<file path="src/rtl/f64_promote_f32_unit_if.sv">
// Operand and result channels of the f32 -> f64 promote unit.
// Handshake: a transfer happens on a rising clk edge where valid && ready are both high.
// A source holds valid and data stable until that edge. A sink may drive ready freely.
interface f64_promote_f32_unit_if;
  logic        in_valid;
  logic        in_ready;
  logic [31:0] in_data;
  logic        out_valid;
  logic        out_ready;
  logic [63:0] out_data;
  logic        busy;

  modport master (
    output in_valid, in_data, out_ready,
    input  in_ready, out_valid, out_data, busy
  );

  modport slave (
    input  in_valid, in_data, out_ready,
    output in_ready, out_valid, out_data, busy
  );
endinterface

</file>
<file path="src/rtl/f64_promote_f32_unit.sv">
// Multi-cycle f64.promote_f32: widens a binary32 operand to the exact binary64 value.
// Subnormal operands are normalised one bit per cycle.
module f64_promote_f32_unit #(
  parameter bit SUBNORMAL_EN = 1'b1,
  parameter bit CANON_NAN    = 1'b0
) (
  input  logic                          clk,
  input  logic                          rst_n,
  f64_promote_f32_unit_if.slave         bus,
  output logic [1:0]                    dbg_state_o
);

  typedef enum logic [1:0] {
    S_IDLE = 2'd0,
    S_NORM = 2'd1,
    S_DONE = 2'd2
  } state_e;

  state_e      state_q, state_d;
  logic [22:0] man_q, man_d;
  logic [4:0]  k_q, k_d;
  logic        sign_q, sign_d;
  logic [63:0] out_q, out_d;

  logic [23:0] man_shl;
  logic [4:0]  k_inc;
  logic [7:0]  in_exp;
  logic [22:0] in_frac;

  // Every operand that needs no normalisation loop is converted in one step.
  // A zero exponent here is either a true zero or a subnormal being flushed.
  function automatic logic [63:0] pack_direct(input logic [31:0] x);
    logic        s;
    logic [7:0]  e;
    logic [22:0] f;
    logic [63:0] r;
    s = x[31];
    e = x[30:23];
    f = x[22:0];
    if (e == 8'd0) begin
      r = {s, 63'd0};
    end else if (e == 8'hFF) begin
      if (f == 23'd0) begin
        r = {s, 11'h7FF, 52'd0};
      end else if (CANON_NAN) begin
        r = {s, 63'h7FF8000000000000};
      end else begin
        r = {s, 11'h7FF, 1'b1, f[21:0], 29'd0};
      end
    end else begin
      r = {s, {3'd0, e} + 11'd896, f, 29'd0};
    end
    return r;
  endfunction

  assign in_exp  = bus.in_data[30:23];
  assign in_frac = bus.in_data[22:0];
  assign man_shl = {man_q, 1'b0};
  assign k_inc   = k_q + 5'd1;

  always_comb begin
    state_d = state_q;
    man_d   = man_q;
    k_d     = k_q;
    sign_d  = sign_q;
    out_d   = out_q;
    case (state_q)
      S_IDLE: begin
        if (bus.in_valid) begin
          sign_d = bus.in_data[31];
          if (SUBNORMAL_EN && (in_exp == 8'd0) && (in_frac != 23'd0)) begin
            man_d   = in_frac;
            k_d     = 5'd0;
            state_d = S_NORM;
          end else begin
            out_d   = pack_direct(bus.in_data);
            state_d = S_DONE;
          end
        end
      end
      S_NORM: begin
        man_d = man_shl[22:0];
        k_d   = k_inc;
        // The shift that brings the leading one to bit 23 also packs the result.
        if (man_shl[23]) begin
          out_d   = {sign_q, 11'd897 - {6'd0, k_inc}, man_shl[22:0], 29'd0};
          state_d = S_DONE;
        end
      end
      S_DONE: begin
        if (bus.out_ready) begin
          state_d = S_IDLE;
        end
      end
      default: state_d = S_IDLE;
    endcase
  end

  always_ff @(posedge clk or negedge rst_n) begin
    if (!rst_n) begin
      state_q <= S_IDLE;
      man_q   <= 23'd0;
      k_q     <= 5'd0;
      sign_q  <= 1'b0;
      out_q   <= 64'd0;
    end else begin
      state_q <= state_d;
      man_q   <= man_d;
      k_q     <= k_d;
      sign_q  <= sign_d;
      out_q   <= out_d;
    end
  end

  assign bus.in_ready  = (state_q == S_IDLE);
  assign bus.out_valid = (state_q == S_DONE);
  assign bus.out_data  = out_q;
  assign bus.busy      = (state_q != S_IDLE);
  assign dbg_state_o   = state_q;

endmodule
</file>
<file path="src/flat_wrapper.sv">
// flat-port wrapper written by rule: the top's interface ports become plain ports
module f64_promote_f32_unit_flat 
#(
  parameter bit SUBNORMAL_EN = 1'b1,
  parameter bit CANON_NAN    = 1'b0
)
  (clk, rst_n, dbg_state_o, bus_in_valid, bus_in_data, bus_out_ready, bus_in_ready, bus_out_valid, bus_out_data, bus_busy);
  f64_promote_f32_unit_if bus_i ();
  input  logic clk;
  input  logic rst_n;
  output logic [1:0] dbg_state_o;
  input wire logic [$bits(bus_i.in_valid)-1:0] bus_in_valid;
  input wire logic [$bits(bus_i.in_data)-1:0] bus_in_data;
  input wire logic [$bits(bus_i.out_ready)-1:0] bus_out_ready;
  output wire logic [$bits(bus_i.in_ready)-1:0] bus_in_ready;
  output wire logic [$bits(bus_i.out_valid)-1:0] bus_out_valid;
  output wire logic [$bits(bus_i.out_data)-1:0] bus_out_data;
  output wire logic [$bits(bus_i.busy)-1:0] bus_busy;
  assign bus_i.in_valid = bus_in_valid;
  assign bus_i.in_data = bus_in_data;
  assign bus_i.out_ready = bus_out_ready;
  assign bus_in_ready = bus_i.in_ready;
  assign bus_out_valid = bus_i.out_valid;
  assign bus_out_data = bus_i.out_data;
  assign bus_busy = bus_i.busy;
  f64_promote_f32_unit #(.SUBNORMAL_EN(SUBNORMAL_EN), .CANON_NAN(CANON_NAN)) u_core (.clk(clk), .rst_n(rst_n), .bus(bus_i), .dbg_state_o(dbg_state_o));
endmodule
</file>
<file path="config.mk">
export PLATFORM = sky130hd
export DESIGN_NAME = f64_promote_f32_unit_flat
export DESIGN_NICKNAME = d
export VERILOG_FILES = /design/src/rtl/f64_promote_f32_unit_if.sv /design/src/rtl/f64_promote_f32_unit.sv /design/src/flat_wrapper.sv
export SDC_FILE = /design/constraint.sdc
export NUM_CORES = 1
export LEC_CHECK = 0
export ABC_AREA = 1
export BUFFER_PORTS_ARGS = -buffer_cell sky130_fd_sc_hd__buf_2
export CORE_ASPECT_RATIO = 1.75
export CORE_MARGIN = 1.5
export CORE_UTILIZATION = 33
export DETAILED_ROUTE_END_ITERATION = 12
export PLACE_DENSITY = 0.61
export SYNTH_ARGS = -nofsm -noshare
export SYNTH_HDL_FRONTEND = slang
export SYNTH_SLANG_ARGS = --single-unit
</file>
<file path="constraint.sdc">
create_clock -name clk -period 1.8 [get_ports clk]
set_input_delay 0.09 -clock clk [delete_from_list [all_inputs] [get_ports clk]]
set_output_delay 0.09 -clock clk [all_outputs]
set_load 0.01 [all_outputs]
</file>
==> results of run 1 <==
metrics by stage:
step	power [W]	setup WS [ps]
after floorplan	0.003482	299.2
after global placement	0.004105	261.6
after detailed placement	0.004139	169.5
after CTS	0.005760	155.8
after global routing	0.006085	7.859
final	0.005672	155.7
cells by family after synthesis:
family / after synthesis / share of synthesized area
flops: 65 / 0.4729
buf+inv: 68 / 0.1208
simple gates: 304 / 0.3590
compound gates: 22 / 0.03347
fa+ha+maj: 2 / 0.007274
mux: 1 / 0.002910
other cells: 1 / 0.001090
xor+xnor: 1 / 0.002547
Yosys cell counts:
cell type / instances
sky130_fd_sc_hd__nand2_1: 224
sky130_fd_sc_hd__dfrtp_1: 65
sky130_fd_sc_hd__nand3_1: 40
sky130_fd_sc_hd__buf_4: 35
sky130_fd_sc_hd__nor2_1: 24
sky130_fd_sc_hd__inv_1: 14
sky130_fd_sc_hd__o21ai_0: 11
sky130_fd_sc_hd__buf_2: 9
sky130_fd_sc_hd__nand4_1: 7
sky130_fd_sc_hd__o21ai_1: 7
sky130_fd_sc_hd__buf_1: 3
sky130_fd_sc_hd__nor2_2: 3
sky130_fd_sc_hd__a21oi_1: 2
sky130_fd_sc_hd__buf_6: 2
sky130_fd_sc_hd__clkbuf_1: 2
sky130_fd_sc_hd__ha_1: 2
sky130_fd_sc_hd__inv_2: 2
sky130_fd_sc_hd__or2_2: 2
sky130_fd_sc_hd__a31oi_1: 1
sky130_fd_sc_hd__conb_1: 1
sky130_fd_sc_hd__inv_4: 1
sky130_fd_sc_hd__mux2i_1: 1
sky130_fd_sc_hd__nand2_2: 1
sky130_fd_sc_hd__nand2_4: 1
sky130_fd_sc_hd__nor3_1: 1
sky130_fd_sc_hd__o21ai_2: 1
sky130_fd_sc_hd__or2_1: 1
sky130_fd_sc_hd__xor2_1: 1
power by group:
group	internal [W]	total [W]	switching [W]
sequential	0.00197	0.00225	0.000278
combinational	0.000697	0.00185	0.00115
clock	0.000957	0.00157	0.000617
total	0.00363	0.00567	0.00204
sequential cells by signal, indices dropped and copies added, names as in the netlist:
register and flops:
u_core.dbg_state_o 2, u_core.sign_q 1, u_core.man_q 23, u_core.bus.out_data 34, u_core.k_q 5
area by class of cell:
type / count / area share
Clock buffer: 12 / 0.06002
Timing Repair Buffer: 87 / 0.1170
Multi-Input combinational cell: 359 / 0.3678
Tap cell: 127 / 0.03870
Clock inverter: 3 / 0.004266
Inverter: 17 / 0.01615
Sequential cell: 65 / 0.3961
worst max-delay path: stages (launching register included):
cell	delay, ps
sky130_fd_sc_hd__dfrtp_1	420
sky130_fd_sc_hd__ha_1	280
sky130_fd_sc_hd__xor2_2	180
sky130_fd_sc_hd__inv_1	90
sky130_fd_sc_hd__ha_1	320
sky130_fd_sc_hd__o21ai_0	160
sky130_fd_sc_hd__o21ai_1	80
cells in the final DEF (no fill, tap or decap), drive strengths merged:
| master | instances |
|---|---|
| a21oi | 2 |
| a31oi | 1 |
| buf | 86 |
| clkbuf | 12 |
| clkinv | 2 |
| clkinvlp | 1 |
| conb | 29 |
| dfrtp | 65 |
| dlygate4sd3 | 1 |
| ha | 2 |
| inv | 17 |
| mux2i | 1 |
| nand2 | 226 |
| nand3 | 40 |
| nand4 | 7 |
| nor2 | 27 |
| nor3 | 1 |
| o21ai | 19 |
| or2 | 3 |
| xor2 | 1 |
how the worst max path moves through the flow:
stage	from	end
after floorplan	u_core.dbg_state_o[1]	u_core.dbg_state_o[1]
after global placement	u_core.k_q[0]	u_core.bus.out_data[55]
after detailed placement	u_core.k_q[0]	u_core.bus.out_data[54]
after CTS	u_core.k_q[0]	u_core.bus.out_data[54]
after global routing	u_core.k_q[0]	u_core.bus.out_data[55]
final	u_core.k_q[0]	u_core.bus.out_data[54]
routing by layer:
layer	wire length, um	vias to the layer above	GRT usage
met3	449	15	0.03894
met1	3566	1456	0.1992
met2	4410	107	0.2738
met5	0	-	0
met4	252	0	0.08439
li1	-	1542	-
repair_timing:
action	4_1_cts	5_1_grt
endpoints found under the setup margin	0	1
hold endpoints to repair	65	0
gates resized for setup	0	1
hold buffers	1	0
==> metrics.sh, run 1 <==
GLOBAL_ROUTE.USAGE.TOTAL=0.1667
SYN_TO_FINAL_GROWTH_PCT=19.39
PORT_BUFFERS=75
CLOCK_PATH_BUFFERS=2
FINAL_SETUP_VIOLATION_COUNT=0
CELLPOWERDENSITY_nW_PER_UM2=1381
CP-END-KIND='flop'
FIRST_GLOBAL_VIAS=3011
FIRSTDRTPASSITERS=4
GRT_FIRST_PASS_WIRELENGTH_UM=14330
WORST_R2R_ENDPOINT='u_core.bus.out_data[54]'
ROUTE.DETAILED.WL_PER_INST_UM=12.95
GP_ROUTABILITY_CONGESTION=0.9086
R2R_START='u_core.k_q[0]'
SYNTH.AVG_CELL_AREA_UM2=7.413
MAX_FREQ_MHz=608.2
DRT-INITIAL-DRC-COUNT=194
POST-ROUTE-CELL-AREA_UM2=4106
CTS_INSERTED_BUFFERS=9
NUM_IO_PINS=105
SINK_COUNT_OF_THE_CLOCK_TREE=65
CLKTRANSATPATHREGS_PS=50
DIE_AREA_UM2=11070
DRIVE_GT1_FRAC=0.2044
START_UTIL=0.3359
CP-START-KIND='flop'
ANTENNADIODECOUNT=0
YOSYSTOPAREACELL='sky130_fd_sc_hd__dfrtp_1'
WORST_EP_ARRIVAL_TIME_PS=1860
WORSTHOLDPATHCELLS=2
PEAKVDDDROP_V=0.0005638
NUMBER_OF_DIFFERENT_LIBRARY_CELLS_IN_THE_POST_SYNTHESIS_NETLIST=28
NUMBER_OF_PLACEMENT_ROWS=49
MULTIINPUTGATEAREA_UM2=1510
CLOCK_TREE_FROM_TRITONCTS='yes'
POST-ROUTE-MIN-PERIOD_PS=1644
SYNTH.CELL_AREA_UM2=3440
CLOCK_TREE.HTREE_LEVEL_COUNT=3
FINALHOLDVIOLATIONS=0
SYNTH.FF_LATCH_COUNT=65
SYNTHDOMINANTCELLAREASHARE=0.4729
SETUP.REG_TO_REG.WORST_SLACK_PS=160
POWER.STATIC_LEAKAGE_nW=2.291
POST-PLACE-CELLS=654
FINAL_NET_COUNT=577
HP-START='bus_in_valid'
GRT_ANTENNA_BEFORE_REPAIR=0
DRV_SLEW=0
CTS_POST_SETUP_BUFFERS_INSERTED=0
LAYOUTNONFILLERINSTCOUNT=670
SYN_INST=464
STATUS='finished, final reports clean'
HIGHEST_FANOUT_SEEN_ON_THE_CRITICAL_PATH=5
GRT_START_MAX_NET_PINS=66
CLOCK-SKEW-FINAL_PS=5.455
YOSYSSEQAREASHARE=0.4729
WORST_HOLD_PATH_TYPE='in -> reg'
SYNTH.AREA.TOP_CELLS='sky130_fd_sc_hd__dfrtp_1 47%, sky130_fd_sc_hd__nand2_1 24%, sky130_fd_sc_hd__buf_4 7.6%'
DETAILED_PLACE.AREA_UM2=3825
DIE_Y_UM=138.1
SETUP-TNS-FINAL_PS=0
ANT_NETS=0
DETAIL_ROUTE.WIRELENGTH_UM=8679
ROOT_BUFFER='sky130_fd_sc_hd__clkbuf_16'
TIMING_WORST_SETUP_PATH_TYPE='reg -> reg'
POST-ROUTE-UTIL=0.4011
YS_WARN_COUNT=0
VIAS=3120
REG2REG_DEPTH=6
WORST_CASE_HOLD_SLACK_PS=34.25
ROUTE.DETAILED.DRC=0
LAYOUT.FILLER_CELLS=1073
COREAREA_UM2=10240
GRT_SETUP_UNREPAIRED='false'
GRT_OVERFLOW=0
MAXCAPVIOLATIONS=0
CLK_LATENCY_PS=330
DP_HPWL_UM=6231
DIE_WIDTH_UM=80.18
SEQCELLAREA_UM2=1627
VIAS_PER_CELL=4.657
TIMING.CRITICAL_PATH.REQUIRED_PS=2010
FINAL_WORST_PATH_PERIOD_SHARE=0.9135
HOLD-PATH-ENDPOINT='u_core.sign_q'
(Power assumes the default switching activity.)
==> run 2: changes to the inputs <==
Settings changed: CELL_PAD_IN_SITES_DETAIL_PLACEMENT set to 1, CELL_PAD_IN_SITES_GLOBAL_PLACEMENT set to 1, CORE_MARGIN 1.5 to 10, PLACE_DENSITY 0.61 to 0.8, SETUP_SLACK_MARGIN set to 0.05.
==> metrics.sh, run 2 (synthesis gave the netlist of run 1 again) <==
GP_ROUTABILITY_CONGESTION=0.7896  # -13%
DIE_AREA_UM2=15070  # +36%
CLOCK-SKEW-FINAL_PS=5.627  # +0.1720 ps
NUM_IO_PINS=105  # unchanged
SEQCELLAREA_UM2=1627  # unchanged
FINALHOLDVIOLATIONS=0  # unchanged
POST-ROUTE-WORST-SETUP-SLACK_PS=137.9  # -17.78 ps
PEAKVDDDROP_V=0.0008667  # +54%
WORST_SETUP_PATH_STARTPOINT='u_core.dbg_state_o[1]'
CLOCK_TREE_FROM_TRITONCTS='yes'
PRE_CTS_SLACK_PS=143.7  # -25.83 ps
NUMBER_OF_PLACEMENT_ROWS=49  # unchanged
CTS_INSERTED_BUFFERS=9  # unchanged
CLK_LATENCY_PS=340  # about the same
START_UTIL=0.3359  # unchanged
FINAL_SETUP_VIOLATION_COUNT=0  # unchanged
CELLPOWERDENSITY_nW_PER_UM2=1476  # +6.9%
POWER.STATIC_LEAKAGE_nW=2.335  # +1.9%
CLOCK_TREE.HTREE_LEVEL_COUNT=3  # unchanged
LAYOUT.CELLS.MOST_COMMON_LIST='224 x sky130_fd_sc_hd__nand2_1, 75 x sky130_fd_sc_hd__buf_2, 65 x sky130_fd_sc_hd__dfrtp_1, 40 x sky130_fd_sc_hd__nand3_1, 29 x sky130_fd_sc_hd__conb_1'
WORST_HOLD_PATH_TYPE='in -> reg'
GRT_ANTENNA_BEFORE_REPAIR=0  # unchanged
FINAL_WORST_PATH_PERIOD_SHARE=0.9234  # +0.009877
ROUTE.DETAILED.WL_PER_INST_UM=15.98  # +23%
ROUTE.DETAILED.DRC=0  # unchanged
LARGEST_REGISTER_FF_COUNT=34  # unchanged
COREAREA_UM2=10240  # unchanged
WORST_EP_ARRIVAL_TIME_PS=1920  # +60 ps
POST-ROUTE-MIN-PERIOD_PS=1662  # +17.78 ps
LAYOUT_COMMONEST_CELL='sky130_fd_sc_hd__nand2_1'
CLOCK_PATH_BUFFERS=2  # unchanged
GLOBAL_ROUTE.USAGE.TOTAL=0.1383  # -0.02844
CLKTRANSATPATHREGS_PS=60  # about the same
GRT_FIRST_PASS_WIRELENGTH_UM=17140  # +20%
MAX_FREQ_MHz=601.6  # -1.1%
ANT_NETS=0  # unchanged
MULTIINPUTGATEAREA_UM2=1513  # +0.17%
CP-START-KIND='flop'
FIRSTDRTPASSITERS=4  # unchanged
PORT_BUFFERS=75  # unchanged
DRV_SLEW=0  # unchanged
SUM_OF_BUFFERS_AND_INVERTERS_ON_THE_CRITICAL_PATH=2  # +1
STATUS='finished, final reports clean'
DRIVE_GT1_FRAC=0.2114  # +0.006977
TIMING.CRITICAL_PATH.MAX_DELAY_FAMILY='simple AND/OR/NAND/NOR gates'
DIE_Y_UM=155.1  # +12%
GRT_OVERFLOW=0  # unchanged
SINK_COUNT_OF_THE_CLOCK_TREE=65  # unchanged
FIRST_GLOBAL_VIAS=3536  # +17%
CP-END-KIND='flop'
ROOT_BUFFER='sky130_fd_sc_hd__clkbuf_16'
DP_HPWL_UM=7656  # +23%
TIMING.CRITICAL_PATH.REQUIRED_PS=2050  # +40 ps
MAXCAPVIOLATIONS=0  # unchanged
R2R_START='u_core.dbg_state_o[1]'
DRT-INITIAL-DRC-COUNT=139  # -28%
WORST_PATH_LARGEST_CELL_DELAY_PS=430  # about the same
DIE_WIDTH_UM=97.18  # +21%
CP_CELL_SEQUENCE='inv_2, nand2_2, or2_1, o21ai_2, nor2_2, nand2_4, buf_12, nand2_1, o21ai_1'
TOTALPOWERFINAL_W=0.006213  # +9.5%
GRT_START_MAX_NET_PINS=66  # unchanged
LAYOUT.FILLER_CELLS=1310  # +22%
SYN_TO_FINAL_GROWTH_PCT=22.34
HP-START='bus_in_valid'
WORST_CASE_HOLD_SLACK_PS=12.52  # -21.73 ps
ANTENNADIODECOUNT=0  # unchanged
VIAS=3204  # +2.7%
FINAL_NET_COUNT=577  # unchanged
SETUP-TNS-FINAL_PS=0  # unchanged
HIGHEST_FANOUT_SEEN_ON_THE_CRITICAL_PATH=21  # +16
DETAIL_ROUTE.WIRELENGTH_UM=10720  # +24%
TIMING_WORST_SETUP_PATH_TYPE='reg -> reg'
VIAS_PER_CELL=4.775  # +2.5%
GRT_SETUP_UNREPAIRED='true'
CRITPATHSLOWESTCELL='sky130_fd_sc_hd__dfrtp_1'
==> run 2: final cells by class <==
type                    instances  share of cell area
flip-flops and latches         65              0.3866
multi-input cells             359              0.3595
repair buffers                 87              0.1213
clock buffers                  11             0.06007
well taps                     127             0.03776
clock inverters                 5             0.01844
inverters                      17             0.01635
==> run 2: layer usage <==
layer,vias to the layer above,GRT usage,wire (um)
met5,-,0,0
met4,0,0.06987,265
met3,17,0.03858,595
met2,88,0.2513,5676
met1,1557,0.1404,4187
li1,1542,-,-
==> run 2: power breakdown <==
group / internal [W] / switching (W)
clock: 0.00128 / 0.000646
sequential: 0.00197 / 0.000283
combinational: 0.000769 / 0.00126
total: 0.00402 / 0.00219
==> run 2: timing repair <==
action	CTS	global route
endpoints found under the setup margin	0	23
hold buffers	1	0
buffers inserted	0	0
hold endpoints to repair	65	0
gates resized for setup	0	3
==> run 2: worst paths after layout <==
check	end	slack, ps	depth (start not counted)
max	u_core.bus.out_data[57]	140	9
min	u_core.sign_q	10	2
max reg2reg	u_core.bus.out_data[57]	140	9
min reg2reg	u_core.bus.out_data[31]	470	2
max in group asynchronous	u_core.man_q[12]	1190	3
min in group asynchronous	u_core.bus.out_data[47]	300	3
==> run 2: through the flow <==
step,instance area (um^2),util,instances
floorplan,3545,-,492
global placement,3830,0.3741,653
detailed placement,3830,0.3741,653
CTS,4170,0.4073,670
global route,4208,0.4110,671
finish,4208,0.4110,671
==> run 3: changes to the inputs <==
Settings changed: SETUP_SLACK_MARGIN 0.05 to 0.3.
==> metrics.sh, run 3 (synthesis gave the netlist of run 1 again) <==
SYN_TO_FINAL_GROWTH_PCT=32.01
ANT_NETS=0  # unchanged
WORST_R2R_ENDPOINT='u_core.bus.out_data[57]'
DETAIL_ROUTE.WIRELENGTH_UM=11880  # +11%
WORST_EP_ARRIVAL_TIME_PS=1890  # -30 ps
PEAKVDDDROP_V=0.0006456  # -26%
CELL_INTERNAL_PWR_W=0.004389  # +9.1%
GRT_FIRST_PASS_WIRELENGTH_UM=18640  # +8.8%
POWER_FRAC_SEQ=0.337  # -0.026
GRTUSAGEMET2=0.2781  # +0.02685
TIMING_WORST_SETUP_PATH_TYPE='reg -> reg'
TIMING.CRITICAL_PATH.REQUIRED_PS=2010  # -40 ps
FIRSTDRTPASSITERS=4  # unchanged
WORST_HOLD_PATH_TYPE='in -> reg'
GRT_UTIL_MET3=0.04124  # +0.002661
PRE_CTS_SLACK_PS=113.8  # -29.87 ps
POST-ROUTE-MIN-PERIOD_PS=1675  # +12.54 ps
POST-ROUTE-WORST-SETUP-SLACK_PS=125.4  # -12.54 ps
NUM_IO_PINS=105  # unchanged
DIE_WIDTH_UM=97.18  # unchanged
DP_HPWL_UM=7570  # -1.1%
STATUS='finished, final reports clean'
SETUP-TNS-FINAL_PS=0  # unchanged
REG2REG_DEPTH=8  # -1
WORST_SETUP_PATH_STARTPOINT='u_core.dbg_state_o[1]'
CLOCKPOWERSHARE=0.263  # -0.047
GRT_ANTENNA_BEFORE_REPAIR=0  # unchanged
PART_OF_THE_TOTAL_POWER_DISSIPATED_IN_COMBINATIONAL_LOGIC=0.399  # +0.073
GRT_SETUP_UNREPAIRED='true'
FINALHOLDVIOLATIONS=0  # unchanged
POST-ROUTE-UTIL=0.4435  # +0.03251
GRT_OVERFLOW=0  # unchanged
COREAREA_UM2=10240  # unchanged
WORST_PATH_LARGEST_CELL_DELAY_PS=430  # about the same
CLK_LATENCY_PS=330  # about the same
CP-END-KIND='flop'
ROUTE.DETAILED.WL_PER_INST_UM=17.32  # +8.4%
ANTENNADIODECOUNT=0  # unchanged
DRIVE_GT1_FRAC=0.2701  # +0.05873
GP_ROUTABILITY_CONGESTION=0.7817  # -1.0%
GLOBAL_ROUTE.USAGE.TOTAL=0.1497  # +0.01139
CRITPATHSLOWESTCELL='sky130_fd_sc_hd__dfrtp_2'
FINAL_SETUP_VIOLATION_COUNT=0  # unchanged
SETUP.REG_TO_REG.WORST_SLACK_PS=130  # about the same
CRITICAL_PATH.ENDPOINT='u_core.bus.out_data[57]'
DIE_Y_UM=155.1  # unchanged
CLKTRANSATPATHREGS_PS=50  # about the same
LAYOUT_COMMONEST_CELL='sky130_fd_sc_hd__nand2_1'
CLOCK_PATH_BUFFERS=2  # unchanged
PORT_BUFFERS=75  # unchanged
DRV_SLEW=0  # unchanged
POWER.STATIC_LEAKAGE_nW=2.489  # +6.6%
START_UTIL=0.3359  # unchanged
CP-START-KIND='flop'
LAYOUT.FILLER_CELLS=1289  # -1.6%
DIE_AREA_UM2=15070  # unchanged
ROUTE.DETAILED.DRC=0  # unchanged
GRT-BUSIEST-LAYER='met2'
CPMOSTUSEDCELL='sky130_fd_sc_hd__buf_12'
FINAL_NET_COUNT=592  # +2.6%
VIAS_PER_CELL=4.911  # +2.9%
MAXCAPVIOLATIONS=0  # unchanged
SINK_COUNT_OF_THE_CLOCK_TREE=65  # unchanged
TOTALPOWERFINAL_W=0.006867  # +11%
GRT_START_MAX_NET_PINS=66  # unchanged
VIAS=3369  # +5.1%
NUMBER_OF_PLACEMENT_ROWS=49  # unchanged
ROOT_BUFFER='sky130_fd_sc_hd__clkbuf_16'
CLOCK-SKEW-FINAL_PS=4.717  # -0.9104 ps
R2R_START='u_core.dbg_state_o[1]'
USE_MET1=0.1560  # +0.01560
SWITCHING_POWER_OF_THE_NETS_W=0.002478  # +13%
HIGHEST_FANOUT_SEEN_ON_THE_CRITICAL_PATH=5  # -76%
CLOCK_TREE.HTREE_LEVEL_COUNT=3  # unchanged
LARGEST_REGISTER_FF_COUNT=34  # unchanged
MAX_FREQ_MHz=597.1  # -0.75%
FIRST_GLOBAL_VIAS=3623  # +2.5%
DRT-INITIAL-DRC-COUNT=92  # -34%
POWER.SHARE.SWITCHING=0.3609  # +0.008660
CELLPOWERDENSITY_nW_PER_UM2=1512  # +2.4%
CLOCK_TREE_FROM_TRITONCTS='yes'
FINAL_WORST_PATH_PERIOD_SHARE=0.9304  # +0.006968
LAYOUT.CELLS.MOST_COMMON_LIST='207 x sky130_fd_sc_hd__nand2_1, 75 x sky130_fd_sc_hd__buf_2, 63 x sky130_fd_sc_hd__dfrtp_1, 40 x sky130_fd_sc_hd__nand3_1, 29 x sky130_fd_sc_hd__conb_1'
CTS_INSERTED_BUFFERS=9  # unchanged
CP_CELL_SEQUENCE='buf_12, nor2_4, buf_4, nand3_1, nand2_4, buf_12, clkbuf_16, o21ai_1'
## run 3: cell types whose count changed in the layout (fill, tap and decap cells not counted), moves of 3 or more
cell                      previous run  this run
sky130_fd_sc_hd__o21ai_1             7         4
sky130_fd_sc_hd__buf_12              2         5
sky130_fd_sc_hd__o21ai_2             1         5
sky130_fd_sc_hd__nand2_2             1        11
sky130_fd_sc_hd__buf_4               8        13
sky130_fd_sc_hd__nand2_1           224       207
sky130_fd_sc_hd__nand2_4             1         8
## run 3: layer usage
metal / routed length [um] / vias to the layer above
li1: - / 1576
met1: 4537 / 1657
met2: 6391 / 116
met3: 709 / 20
met4: 243 / 0
met5: 0 / -
## run 3: timing repair
item / CTS / global route
hold endpoints to repair: 66 / 0
resized for setup: 11 / 34
pin swaps: 0 / 17
hold buffers: 2 / 0
setup buffers: 9 / 3
setup endpoints to repair: 57 / 57
gates cloned: 2 / 2
## run 3: power groups by stage
stage	logic [W]	clock network (W)	registers (W)
after detailed placement	0.00196	0	0.00228
after global routing	0.00303	0.00191	0.00238
final	0.00274	0.00181	0.00231
after CTS	0.00245	0.00185	0.00226
after floorplan	0.00105	0	0.00244
after global placement	0.00189	0	0.00226
## run 3: worst min-delay path by stage
stage / start / endpoint / depth (start not counted)
after floorplan: rst_n / u_core.bus.out_data[29] / 0
after global placement: rst_n / u_core.bus.out_data[48] / 2
after detailed placement: rst_n / u_core.bus.out_data[48] / 2
after CTS: bus_in_data[31] / u_core.sign_q / 3
after global routing: bus_in_data[31] / u_core.sign_q / 3
final: bus_in_data[31] / u_core.sign_q / 3
## run 3: critical path, delay by kind of cell, from the launching register on
family / cells / cell delay, ps
AO/OA/AOI/OAI: 1 / 60
buffers and inverters: 4 / 550
flip-flops: 1 / 430
AND/OR/NAND/NOR: 3 / 510
## run 3: through the flow
| stage | instances | area, um^2 | hold slack (ps) |
|---|---|---|---|
| floorplan | 492 | 3550 | -205.6 |
| global placement | 652 | 3827 | 136.2 |
| detailed placement | 652 | 3827 | 137.5 |
| CTS | 681 | 4349 | 27.94 |
| global route | 686 | 4541 | 48.00 |
| finish | 686 | 4541 | 30.56 |
## run 3: final cells by class
cell class	count	area, um^2	share of cell area
multi-input combinational	359	1633	0.3596
tap	127	158.9	0.03500
sequential	65	1629	0.3588
timing repair buffer	102	739.5	0.1629
clock buffer	14	274.0	0.06035
clock inverter	2	35.03	0.007716
inverter	17	71.32	0.01571
